==> config.mk <==
export PLATFORM = sky130hd
export DESIGN_NAME = cpu_sequencer
export DESIGN_NICKNAME = d
export VERILOG_FILES = /design/src/rtl/cpu_sequencer.sv
export SDC_FILE = /design/constraint.sdc
export NUM_CORES = 1
export LEC_CHECK = 0
export ABC_CLOCK_PERIOD_IN_PS = 1700
export BUFFER_PORTS_ARGS = -buffer_cell sky130_fd_sc_hd__buf_4
export CORE_MARGIN = 4
export CORE_UTILIZATION = 48
export DETAILED_ROUTE_END_ITERATION = 10
export PLACE_DENSITY = 0.81
export REMOVE_ABC_BUFFERS = 1
export SLEW_MARGIN = 40
export SYNTH_ARGS = -nofsm -noshare
export SYNTH_HDL_FRONTEND = slang
export SYNTH_SLANG_ARGS = --single-unit
==> constraint.sdc <==
create_clock -name clk -period 1.7 [get_ports clk]
set_clock_uncertainty 0.2 [all_clocks]
set_input_delay 0.34 -clock clk [delete_from_list [all_inputs] [get_ports clk]]
set_output_delay 0.34 -clock clk [all_outputs]
set_load 0.02 [all_outputs]
==> src/rtl/cpu_sequencer.sv <==
// Fetch/execute phase sequencer with run/step/halt control, RAM-ready stretching and a wait watchdog.
// Latency: 2 cycles per instruction with zero RAM waits; each wait cycle adds one cycle to its phase.
// Backpressure: mem_ready low holds the current phase; WAIT_MAX consecutive low cycles trap to FAULT.
module cpu_sequencer #(
   parameter int CNT_W    = 16,
   parameter int WAIT_MAX = 15
) (
   input  logic             clk,
   input  logic             rst,
   input  logic             run,
   input  logic             step,
   input  logic             halt,
   input  logic             mem_op,
   input  logic             mem_ready,
   output logic             sm,
   output logic             cycle_en,
   output logic [2:0]       state,
   output logic             busy,
   output logic             halted,
   output logic             fault,
   output logic [CNT_W-1:0] instr_cnt
);

   // Wait counter only needs to reach WAIT_MAX-1; width 1 when the watchdog is off.
   localparam int WC_W = (WAIT_MAX > 1) ? $clog2(WAIT_MAX + 1) : 1;
   localparam logic [WC_W-1:0] WAIT_LAST = WC_W'((WAIT_MAX > 0) ? (WAIT_MAX - 1) : 0);

   typedef enum logic [2:0] {
      S_IDLE   = 3'd0,
      S_FETCH  = 3'd1,
      S_EXEC   = 3'd2,
      S_HALTED = 3'd3,
      S_FAULT  = 3'd4
   } state_t;

   state_t          cur_st;
   state_t          nxt_st;
   logic            step_mode;
   logic [WC_W-1:0] wait_cnt;
   logic            need_ram;
   logic            phase_done;
   logic            wd_expire;
   logic            retire;

   // Phase qualifiers: does this phase wait on RAM, is it finishing, has the watchdog run out.
   always_comb begin
      need_ram   = 1'b0;
      phase_done = 1'b0;
      case (cur_st)
         S_FETCH: begin
            need_ram   = 1'b1;
            phase_done = mem_ready;
         end
         S_EXEC: begin
            // halt completes at once even for a RAM-touching opcode
            need_ram   = mem_op & ~halt;
            phase_done = halt | ~mem_op | mem_ready;
         end
         default: ;
      endcase
      wd_expire = (WAIT_MAX != 0) && need_ram && !mem_ready && (wait_cnt == WAIT_LAST);
      retire    = (cur_st == S_EXEC) && phase_done && !rst;
   end

   // State register and the bookkeeping that moves with it.
   always_ff @(posedge clk) begin
      if (rst) begin
         cur_st    <= S_IDLE;
         step_mode <= 1'b0;
         wait_cnt  <= '0;
         instr_cnt <= '0;
      end else begin
         cur_st <= nxt_st;
         if (cur_st == S_IDLE && (run || step))
            step_mode <= ~run;
         if (nxt_st != cur_st)
            wait_cnt <= '0;
         else if (need_ram && !mem_ready && wait_cnt != {WC_W{1'b1}})
            wait_cnt <= wait_cnt + 1'b1;
         if (retire)
            instr_cnt <= instr_cnt + 1'b1;
      end
   end

   // Next-state selection; watchdog expiry overrides normal phase progress.
   always_comb begin
      nxt_st = cur_st;
      case (cur_st)
         S_IDLE: begin
            if (run || step)
               nxt_st = S_FETCH;
         end
         S_FETCH: begin
            if (wd_expire)
               nxt_st = S_FAULT;
            else if (mem_ready)
               nxt_st = S_EXEC;
         end
         S_EXEC: begin
            if (wd_expire)
               nxt_st = S_FAULT;
            else if (phase_done) begin
               if (halt)
                  nxt_st = S_HALTED;
               else if (step_mode)
                  nxt_st = S_IDLE;
               else if (run)
                  nxt_st = S_FETCH;
               else
                  nxt_st = S_IDLE;
            end
         end
         S_HALTED: nxt_st = S_HALTED;
         S_FAULT:  nxt_st = S_FAULT;
         default:  nxt_st = S_IDLE;
      endcase
   end

   // Moore decodes plus the commit strobe; nothing commits on a reset cycle.
   always_comb begin
      state    = cur_st;
      sm       = (cur_st == S_EXEC);
      busy     = (cur_st == S_FETCH) || (cur_st == S_EXEC);
      halted   = (cur_st == S_HALTED);
      fault    = (cur_st == S_FAULT);
      cycle_en = !rst && (((cur_st == S_FETCH) && mem_ready) || retire);
   end

endmodule
; Yosys cells after proc, flatten, opt, wreduce, memory -nomap -nowiden
; Cells that the tools add are included.
[word_totals]
ff_bits = 24
input_bits = 7
output_inout_bits = 24
wordCells = 45
[classes]
n_addsub = 2
eq_ne = 7
n_mux = 11
bitwise_logic = 6
n_reduce_logical = 15
[ops]
columns = operator, n
row1 = $add A16 B1 Y16 const B, 1
row2 = $mux W3, 5
row3 = $pmux W3 S5, 1
row4 = $logic_and A1 B1 Y1, 8
row5 = $eq A3 B2 Y1 const B, 2
row6 = $add A4 B1 Y4 const B, 1
row7 = $eq A4 B4 Y1 const B, 1
row8 = $ne A4 B4 Y1 const B, 1
row9 = $pmux W1 S2, 2
row10 = $eq A3 B1 Y1 const B, 1
row11 = $eq A3 B3 Y1 const B, 1
row12 = $logic_not A3 Y1, 1
row13 = $logic_or A1 B1 Y1, 3
row14 = $ne A3 B3 Y1, 1
row15 = $not A1 Y1, 3
row16 = $logic_not A1 Y1, 2
row17 = $mux W1, 2
row18 = $mux W2, 1
row19 = $or A1 B1 Y1, 2
row20 = $reduce_or A2 Y1, 1
row21 = $and A1 B1 Y1, 1

; Longest topological paths before layout
[depth]
depth_word = 9
ltp_mapped = 6
depth_no_buf = 6

; Worst setup path after synthesis
; OpenSTA, ideal clock, no wires.
[synth_path]
kind = register -> register
from = reg cur_st[2] (netlist: state[2])
to = reg instr_cnt[9]
setup_time_ns = 0.070
arrival_ns = 1.732
t_required_ns = 1.430
setup_slack_ns = -0.302
path_stages_with_launch = 7
path_buffers = 1
period_less_slack_ns = 2.002
path_cell_list = dfxtp_1 -> buf_6 -> or3b_4 -> clkinv_8 -> nand2_4 -> or4_1 -> a21oi_1
[synth_via]
elab_chain_cells = 4
elab_cells_between_ends = 5
cone_classes = 2 x eq/ne / 1 x mux / 2 x reduce/logical
[synth_rtl]
columns = item, line
row1 = start: declaration, 36  ; state_t cur_st;
row2 = start signal: assignment, 73  ; cur_st <= nxt_st;
row3 = $eq A3 B2 Y1 (*), --
row4 = net sm, 15  ; output logic sm,
row5 = $pmux W1 S2, 49  ; case (cur_st)
row6 = $logic_and A1 B1 Y1 (*) (2 in a row), 62  ; retire = (cur_st == S_EXEC) && phase_done && !rst;
row7 = end signal: assignment, 81  ; instr_cnt <= instr_cnt + 1'b1;
row8 = end: declaration, 21  ; output logic [CNT_W-1:0] instr_cnt
; Mark *: on every way through the listed nets, which the timed path passes. The rest lies on a longest branch.
; A chain may end at the register's enable or synchronous reset.

; Worst setup path in the final report
[layout_path]
from = reg cur_st[1] (netlist: state[1])
to = out cycle_en
[layout_via]
elab_chain_cells = 6
elab_cells_between_ends = 8
cone_classes = 2 x eq/ne / 1 x mux / 5 x reduce/logical
[layout_rtl]
columns = item, line
row1 = $eq A3 B2 Y1 / $eq A3 B1 Y1 (equally long branches), "49, 62, 126"
row2 = $pmux W1 S2, 49
row3 = $logic_and A1 B1 Y1 (2 in a row), 62
row4 = $logic_or A1 B1 Y1 (*), 126  ; cycle_en = !rst && (((cur_st == S_FETCH) && mem_ready) || retire);
row5 = $logic_and A1 B1 Y1 (*), 126
row6 = end: declaration, 16  ; output logic cycle_en,
; Mark *: on every way between the ends. The rest lies on a longest branch, timed or not.

==> flow_summary.yaml <==
yosys:
  syn_inst: 165
  synth_top_family_by_area: "simple AND/OR/NAND/NOR gates"
  yosys.area_share.simple_pct: 33.1
  ys.flop_type: "dfxtp_1"
  ys_seq_area_share_pct: 34.1
  avgSynthCellArea_um2: 8.54
  synth.distinct_cells: 54
  synth-xor-area-share_pct: 5.60
  ys_warn_count: 0
  synth_edf_count: 0
  ys_ff_latch: 24
  syn_area_mm2: 0.00141
  synth_compound_area_share_pct: 18.7
  synthArstFlopShare_pct: 0
  synth.area.mux_share_pct: 0.710
  synthAdderAreaFrac_pct: 2.66
power_and_ir_drop:
  vdd_ir_drop_max_mv: 0.646
  total_power_mw: 1.36
  power_density_mw_per_mm2: 593
  leakagePower_nw: 0.969
die:
  dieArea_mm2: 0.00387
  core_area_mm2: 0.00278
  initial_core_util_pct: 50.7
  die_x_um: 62.2
  rows: 19
  top_level_ports: 31
  fp.dieH_um: 62.2
placed_design:
  io_buffers: 30
  place_congestion: 0.940
  place_ws_ps: -123
  hpwl_um: 2990
  place_area_mm2: 0.00188
clock_network:
  clk_pin_slew_worst_paths_ps: 140
  cts_buffer_depth: 2
  clock_tree.root_cell: "clkbuf_4"
  insertion_delay_ps: 320
  htree_levels: 1
  clock-sinks: 24
  cts_tree: "built"
  cts_buffers: 3
detailed_routing:
  drt_iter0_markers: 91
  drt-total-wl_um: 4880
  drc: 0
  ant_nets: 0
  firstDrtPassIters: 4
  wl_met2_um: 2580
  wl_per_cell_um: 18.2
  top_layer: "met4"
  vias_per_cell: 6.07
  wl_met1_um: 1900
  vias: 1627
  dr_wl_met3_um: 261
sta:
  rsz0062_at_grt: "true"
  final-hold-violation-count: 0
  slew_viol_final: 0
  worst_pin_slew_ps: 466
  setup_viol: 25
  period_share_pct: 117
  fmaxAchievable_mhz: 501
  timing.hold.ws_ps: 117
  worst_slack_ps: -296
  relSlewSlack_pct: 68.8
  period_minus_slack_ps: 2000
status:
  outcome: "complete, but fails checks"
  violations: "negative setup slack"
setup_path:
  crit_type: "reg2out"
  crit_path_end_kind: "output pin"
  cp.required_ps: 1160
  start_kind: "flop"
  critPathArrivalTime_ps: 1460
  path_max_fanout: 12
global_route:
  first_global_vias: 1513
  grt_pass1_wl_um: 6650
  gr-total-overflow: 0
  grt_max_degree: 18
  antenna_found_initial: 0
  grt_usage_pct: 20.4
cells_and_area:
  fin_util_pct: 82.5
  drive_gt1_share_pct: 49.4
  layout.nets: 248
  syn2layout_area_growth_pct: 62.8
  fin_area_mm2: 0.00229
  n_antenna_cell: 0
hold_path:
  hold_path_class: "in2reg"
flow_run:
  cap_viol_max_count: 0
[cells in the final DEF, fill, tap and decap left out, drive strengths merged, types with 4 or more instances in the layout]
| master | n |
|---|---|
| nand2 | 10 |
| xor2 | 4 |
| a21oi | 11 |
| o211ai | 4 |
| xnor2 | 5 |
| nor2b | 4 |
| nor3 | 6 |
| nand3 | 6 |
| buf | 73 |
| and2 | 4 |
| inv | 5 |
| nor2 | 15 |
| nor4 | 6 |
| dfxtp | 24 |
| nand4 | 6 |
| o21ai | 5 |
[cell type report]
| type | count | area, µm² |
|---|---|---|
| clock buffer | 3 | 22.5 |
| tap | 31 | 38.8 |
| inverter | 6 | 35.0 |
| sequential | 24 | 487 |
| multi-input combinational | 128 | 1060 |
| clock inverter | 1 | 30.0 |
| fill | 150 | 488 |
| timing repair buffer | 75 | 621 |
[final timing paths]
kind                       from       endpoint  slack (ps)  cells past startpoint
setup / recovery       state[1]       cycle_en        -300                      5
hold / removal              rst       state[2]         120                      3
hold reg to reg   instr_cnt[12]  instr_cnt[12]         330                      2
setup reg to reg       state[2]   instr_cnt[9]        -270                      6
[logic make-up (layout without fill, tap and decap cells)]
family / after synthesis / in the layout
simple gates: 77 / 77
fa+ha+maj: 3 / 3
xor+xnor: 9 / 9
compound gates: 38 / 38
buf+inv: 13 / 85
flops: 24 / 24
mux: 1 / 1
[registers in the layout, summed over array words and instances (netlist names)]
name       flops
instr_cnt     16
state          3
step_mode      1
wait_cnt       4
[power by group]
| part | switching (mW) | leakage, nW | total, mW | internal (mW) |
|---|---|---|---|---|
| Combinational | 0.187 | 0.745 | 0.366 | 0.179 |
| Clock | 0.170 | 0.0279 | 0.409 | 0.238 |
| Sequential | 0.00959 | 0.196 | 0.584 | 0.575 |
| Total | 0.367 | 0.969 | 1.36 | 0.992 |
[layer usage]
| layer | vias up | GRT usage, % |
|---|---|---|
| met5 | - | 0 |
| met4 | 0 | 7.05 |
| met3 | 14 | 3.60 |
| met2 | 73 | 38.2 |
| met1 | 782 | 22.6 |
| li1 | 758 | - |
[critical path: stages, from the launching register on]
cell and delay [ps]:
dfxtp_2 360, buf_4 220, nor2b_4 210, a22oi_2 90, nor2_2 110, buf_4 150
[per-stage QoR]
step / TNS (ps) / cells
global route: -5580 / 268
detailed placement: -1350 / 251
global placement: -889 / 251
floorplan: -4190 / 158
finish: -3840 / 268
CTS: -2820 / 260
[cells in the mapped netlist, types with 4 or more instances]
library cell	n	share of area, %
nor2_1	15	4.0
xnor2_1	5	3.1
o21ai_0	4	1.4
xor2_1	4	2.5
a21oi_1	11	3.9
nor4_1	5	2.2
o211ai_1	4	2.1
nor2b_1	4	1.8
inv_1	5	1.3
dfxtp_1	24	34
nor3_1	6	2.1
nand3_1	5	1.8
and2_1	4	1.8
nand2_1	9	2.4
nand4_1	5	2.2
[repair_timing]
| action | CTS | global route |
|---|---|---|
| buffers inserted | 4 | 7 |
| endpoints found under the setup margin | 21 | 26 |
| resized for setup | 23 | 38 |
| hold buffers | 1 | 1 |
| pin swaps | 9 | 10 |
| hold endpoints to repair | 1 | 1 |
No activity file was read; power rests on OpenSTA's default activity.
